### src/rtl/pixel_pkg.sv
// Shared pixel-pipeline definitions: default frame geometry,
// coordinate width helper and fill-engine state encoding.
package pixel_pkg;

   localparam int H_SIZE      = 640;
   localparam int V_LINE      = 480;
   localparam int COLOR_DEPTH = 8;

   // Coordinate width for a dimension of n positions (never below 1 bit).
   function automatic int coord_w(input int n);
      return (n > 1) ? $clog2(n) : 1;
   endfunction

   localparam int XW = coord_w(H_SIZE);
   localparam int YW = coord_w(V_LINE);

   typedef enum logic [1:0] {
      ST_IDLE = 2'd0,
      ST_FILL = 2'd1,
      ST_DONE = 2'd2
   } fill_state_t;

endpackage

### src/rtl/rect_normalize.sv
// Orders two rectangle corners, clips the far edge to the frame and
// flags rectangles whose near corner lies outside the frame.
// Ports: x0/x1, y0/y1 corners in any order; xl/xh, yl/yh ordered
// and clipped bounds; empty = nothing of the rectangle is visible.
module rect_normalize
   import pixel_pkg::*;
#(
   parameter  int h_size = H_SIZE,
   parameter  int v_line = V_LINE,
   localparam int XW     = coord_w(h_size),
   localparam int YW     = coord_w(v_line)
) (
   input  logic [XW-1:0] x0,
   input  logic [XW-1:0] x1,
   input  logic [YW-1:0] y0,
   input  logic [YW-1:0] y1,
   output logic [XW-1:0] xl,
   output logic [XW-1:0] xh,
   output logic [YW-1:0] yl,
   output logic [YW-1:0] yh,
   output logic          empty
);

   // Limits carry one extra bit so a dimension of exactly 2**W still works.
   localparam logic [XW:0]   XLIM = (XW+1)'(h_size);
   localparam logic [YW:0]   YLIM = (YW+1)'(v_line);
   localparam logic [XW-1:0] XMAX = XW'(h_size - 1);
   localparam logic [YW-1:0] YMAX = YW'(v_line - 1);

   logic [XW-1:0] xhi;
   logic [YW-1:0] yhi;

   always_comb begin
      xl    = (x0 < x1) ? x0 : x1;
      xhi   = (x0 < x1) ? x1 : x0;
      yl    = (y0 < y1) ? y0 : y1;
      yhi   = (y0 < y1) ? y1 : y0;
      xh    = (xhi > XMAX) ? XMAX : xhi;
      yh    = (yhi > YMAX) ? YMAX : yhi;
      empty = ({1'b0, xl} >= XLIM) || ({1'b0, yl} >= YLIM);
   end

endmodule

### src/rtl/pixel_rect_filler.sv
// Rectangle-fill engine: takes one fill command over valid/ready and
// emits one row-major pixel write per cycle to the frame buffer.
// Ports: clk, reset (async, active low); cmd_valid/cmd_ready with
// cmd_x0/x1, cmd_y0/y1, cmd_color; pause freezes the fill;
// write_en/h_pixel_write/v_pixel_write/color_write drive pixel_memory;
// busy high in FILL and DONE; done pulses once per command.
module pixel_rect_filler
   import pixel_pkg::*;
#(
   parameter  int h_size      = H_SIZE,
   parameter  int v_line      = V_LINE,
   parameter  int color_depth = COLOR_DEPTH,
   localparam int XW          = coord_w(h_size),
   localparam int YW          = coord_w(v_line)
) (
   input  logic                   clk,
   input  logic                   reset,
   input  logic                   cmd_valid,
   output logic                   cmd_ready,
   input  logic [XW-1:0]          cmd_x0,
   input  logic [XW-1:0]          cmd_x1,
   input  logic [YW-1:0]          cmd_y0,
   input  logic [YW-1:0]          cmd_y1,
   input  logic [color_depth-1:0] cmd_color,
   input  logic                   pause,
   output logic                   write_en,
   output logic [XW-1:0]          h_pixel_write,
   output logic [YW-1:0]          v_pixel_write,
   output logic [color_depth-1:0] color_write,
   output logic                   busy,
   output logic                   done
);

   fill_state_t state, state_nx;

   logic [XW-1:0]          x, xl_r, xh_r;
   logic [YW-1:0]          y, yh_r;
   logic [color_depth-1:0] col_r;

   logic [XW-1:0] n_xl, n_xh;
   logic [YW-1:0] n_yl, n_yh;
   logic          n_empty;
   logic          accept, adv, last;

   rect_normalize #(
      .h_size (h_size),
      .v_line (v_line)
   ) u_norm (
      .x0    (cmd_x0),
      .x1    (cmd_x1),
      .y0    (cmd_y0),
      .y1    (cmd_y1),
      .xl    (n_xl),
      .xh    (n_xh),
      .yl    (n_yl),
      .yh    (n_yh),
      .empty (n_empty)
   );

   always_comb begin
      state_nx  = state;
      cmd_ready = 1'b0;
      write_en  = 1'b0;
      busy      = 1'b0;
      done      = 1'b0;
      accept    = 1'b0;
      adv       = 1'b0;
      last      = (x == xh_r) && (y == yh_r);
      unique case (state)
         ST_IDLE: begin
            cmd_ready = reset;
            accept    = cmd_valid & reset;
            if (accept)
               state_nx = n_empty ? ST_DONE : ST_FILL;
         end
         ST_FILL: begin
            busy     = 1'b1;
            write_en = !pause;
            adv      = !pause;
            if (adv && last)
               state_nx = ST_DONE;
         end
         ST_DONE: begin
            busy     = 1'b1;
            done     = 1'b1;
            state_nx = ST_IDLE;
         end
         default: state_nx = ST_IDLE;
      endcase
   end

   always_ff @(posedge clk or negedge reset) begin
      if (!reset)
         state <= ST_IDLE;
      else
         state <= state_nx;
   end

   // The last pixel is not advanced past, so the outputs keep
   // showing it until the next non-empty command is accepted.
   always_ff @(posedge clk or negedge reset) begin
      if (!reset) begin
         x     <= '0;
         y     <= '0;
         xl_r  <= '0;
         xh_r  <= '0;
         yh_r  <= '0;
         col_r <= '0;
      end else if (accept && !n_empty) begin
         x     <= n_xl;
         y     <= n_yl;
         xl_r  <= n_xl;
         xh_r  <= n_xh;
         yh_r  <= n_yh;
         col_r <= cmd_color;
      end else if (adv && !last) begin
         if (x < xh_r) begin
            x <= x + XW'(1);
         end else begin
            x <= xl_r;
            y <= y + YW'(1);
         end
      end
   end

   assign h_pixel_write = x;
   assign v_pixel_write = y;
   assign color_write   = col_r;

endmodule

### config.mk
export PLATFORM = sky130hd
export DESIGN_NAME = pixel_rect_filler
export DESIGN_NICKNAME = d
export VERILOG_FILES = /design/src/rtl/pixel_pkg.sv /design/src/rtl/rect_normalize.sv /design/src/rtl/pixel_rect_filler.sv
export SDC_FILE = /design/constraint.sdc
export NUM_CORES = 1
export LEC_CHECK = 0
export BUFFER_PORTS_ARGS = -buffer_cell sky130_fd_sc_hd__buf_2
export CORE_MARGIN = 2
export CORE_UTILIZATION = 24
export DETAILED_ROUTE_END_ITERATION = 8
export PLACE_DENSITY = 0.52
export SYNTH_ARGS = -nofsm -noshare
export SYNTH_HDL_FRONTEND = slang
export SYNTH_SLANG_ARGS = --single-unit
### constraint.sdc
create_clock -name clk -period 2.29 [get_ports clk]
set_clock_uncertainty 0.1 [all_clocks]
set_input_delay 0.1145 -clock clk [delete_from_list [all_inputs] [get_ports clk]]
set_output_delay 0.1145 -clock clk [all_outputs]
set_load 0.03 [all_outputs]
==> impl_metrics.json <==
{
  "wire_per_inst_um": 14.37,
  "clk_latency_ns": 0.33,
  "synth_largest_area_cell": "dfrtp_1",
  "antenna_found_initial": 0,
  "worstMarginPinSlew_ns": 0.7844,
  "rows": 48,
  "ys_seq_elements": 58,
  "io_buffers": 80,
  "path_cells": "inv_2, ha_4, nand4_1, buf_6, a211oi_4, a2111o_1, buf_6, nor2_4, mux2i_1, o22ai_1, mux2_4",
  "clock_path_buffers": 2,
  "swShare": 0.4247,
  "async_flop_share": 1.000,
  "hpwl_um": 9011,
  "htreeDepth": 3,
  "viasPerCell": 4.465,
  "initial_core_util": 0.2427,
  "rsz0062_at_grt": "true",
  "grt_max_degree": 59,
  "drv_cap": 0,
  "die_w_um": 135.6,
  "antenna_cells": 0,
  "io_pins": 81,
  "synthesis.nets": 516,
  "synth.cell_area_mm2": 0.004154,
  "route.detailed.drc": 0,
  "ys_warn_count": 0,
  "syn_area_per_cell_um2": 9.571,
  "p_clk_frac": 0.160,
  "synth_commonest_cells": "dfrtp_1 (58), mux2i_1 (48), inv_1 (42), a21oi_1 (34), ha_1 (32)",
  "final-setup-viol-count": 16,
  "synthTopCellsByArea": "dfrtp_1 (35%), mux2i_1 (12%), ha_1 (9.6%)",
  "fin_crit_ns": 2.378,
  "slew_violations": 0,
  "fin_ws_ns": -0.08756,
  "power.leakage_nw": 3.205,
  "grt_pass1_wl_um": 19240,
  "area_growth_pct": 52.71,
  "crit_top_cell": "buf_6",
  "cts_tree": "done",
  "max_stage_delay_ns": 0.39,
  "cts.sinks": 58,
  "worst_setup_path_start_kind": "flop",
  "pre_cts_ws_ns": -0.7009,
  "end_kind": "flop",
  "layout-drive-gt1-share": 0.4469,
  "max_freq_ghz": 0.4206,
  "synth-edff-count": 0,
  "dr_total_vias": 3782,
  "cp.required_ns": 2.40,
  "critPathArrivalTime_ns": 2.49,
  "root_buffer": "clkbuf_16",
  "grt_pass1_vias": 3798,
  "nNetsFinal": 699,
  "internal_power_mw": 4.582,
  "grt_usage": 0.1345,
  "maxSlewHeadroom": 0.4770,
  "netSwitchingPower_mw": 3.382,
  "synth_ff_type": "dfrtp_1",
  "finalPower_mw": 7.964,
  "cp_slowest_cell": "dfrtp_1",
  "place_congestion": 0.8107,
  "tns_ns": -0.9176,
  "peakVddDrop_v": 0.0006108,
  "first_pass_iters": 4,
  "fin_hold_ws_ns": 0.009178,
  "pwr_density_cell_mw_per_mm2": 1255,
  "synth_top_area_share": 0.3494,
  "synth_cells": 434,
  "combPwrFrac": 0.598,
  "numCtsBuffers": 9,
  "ant_nets": 0,
  "netlist-cell-type-count": 48,
  "finalCritPeriodShare": 1.038,
  "ys_seq_area_frac": 0.3494,
  "violations": "setup timing",
  "cp_max_fo": 4,
  "fp.dieH_um": 135.6,
  "die_area_mm2": 0.01838,
  "timing_hold_violations_final": 0,
  "core_area_mm2": 0.01712,
  "synth_most_common_cell": "dfrtp_1",
  "status": "complete, but fails checks",
  "hold_path.class": "input pin to flop",
  "drt_wl_total_um": 12170,
  "critPathKind": "flop to flop",
  "overflow": 0,
  "clkTransAtPathRegs_ns": 0.05,
  "initialDrtViolationCount": 134,
  "p_seq_frac": 0.241
}
path summary, 6_finish.rpt:
path,from,endpoint,slack [ns],depth (start not counted)
setup / recovery,xh_r[8]$_DFFE_PN0P_,h_pixel_write[3]$_DFFE_PN0P_,-0.09,11
hold / removal,cmd_x1[9],xh_r[9]$_DFFE_PN0P_,0.009,3
setup reg to reg,xh_r[8]$_DFFE_PN0P_,h_pixel_write[3]$_DFFE_PN0P_,-0.09,11
hold reg to reg,color_write[2]$_DFFE_PN0P_,color_write[2]$_DFFE_PN0P_,0.40,1
max in group asynchronous,reset,h_pixel_write[3]$_DFFE_PN0P_,1.05,3
min in group asynchronous,reset,state[1]$_DFFE_PN0P_,0.48,3
sequential cells by signal, indices dropped and copies added (netlist names):
name           flops
color_write        8
h_pixel_write     10
state              2
v_pixel_write      9
xh_r              10
xl_r              10
yh_r               9
layout make-up:
class	count	area [um2]
Multi-Input combinational cell	316	2739
Sequential cell	58	1461
Timing Repair Buffer	190	1415
Inverter	42	162.7
Fill cell	1716	10770
Tap cell	225	281.5
Clock buffer	14	274.0
Clock inverter	2	10.01
cell usage in the layout (no fill, tap or decap), types with 5 or more instances in the layout:
cell            n
ha_1           25
a21oi_1        32
xnor2_1         7
nand3_1        15
nand2_1        17
ha_4            7
inv_1          36
xor2_1         10
dfrtp_2         8
nor2_1         29
buf_2          79
buf_4          85
nor3_1         14
mux2i_1        47
mux2_4         15
inv_2           5
buf_6           7
dlygate4sd3_1   9
o21ai_0         8
clkbuf_16      12
mux2_2         17
nand4_1         9
nor4_4          5
dfrtp_1        50
what timing repair did:
action | in CTS | in global routing
hold buffers | 9 | 0
pin swaps | 21 | 10
setup endpoints to repair | 58 | 55
cloned | 2 | 3
endpoints found under the hold margin | 66 | 0
gates resized for setup | 46 | 15
buffers inserted | 8 | 11
power groups by stage:
stage               sequential, mW  combinational, mW  clock, mW
floorplan                     2.44               2.15          0
global placement              1.92               4.05          0
detailed placement            1.93               4.12          0
CTS                           1.92               4.64       1.32
global route                  2.00               5.16       1.37
finish                        1.92               4.77       1.28
metrics by stage:
stage,utilization,std cells,instance area (um2)
final,0.3706,847,6344
after global routing,0.3706,847,6344
after CTS,0.3577,834,6123
after floorplan,-,434,4257
after global placement,0.3197,801,5472
after detailed placement,0.3197,801,5472
kinds of logic after synthesis:
family / count (synthesis) / share of synthesized area
DFF: 58 / 0.3494
xor gates and xnor gates: 17 / 0.03584
adders and majority gates: 32 / 0.09638
and+or+nand+nor: 116 / 0.1398
AOI/OAI and AO/OA: 70 / 0.1018
muxes: 80 / 0.2133
buffers and inverters: 61 / 0.06355
critical path, delay by kind of cell (launching register included):
kind / cells / cell delay (ns)
AO/OA/AOI/OAI: 3 / 0.51
adder cells (fa/ha/maj): 1 / 0.20
buffers and inverters: 3 / 0.35
flip-flops: 1 / 0.39
multiplexers: 2 / 0.46
AND/OR/NAND/NOR: 2 / 0.24
per-layer routing:
layer / GRT usage / vias up / wire length, um
li1: - / 1914 / -
met1: 0.1608 / 1796 / 5361
met2: 0.2388 / 63 / 6241
met3: 0.03741 / 9 / 465
met4: 0.03183 / 0 / 99
met5: 0 / - / 0
No activity file was read; power rests on OpenSTA's default activity.
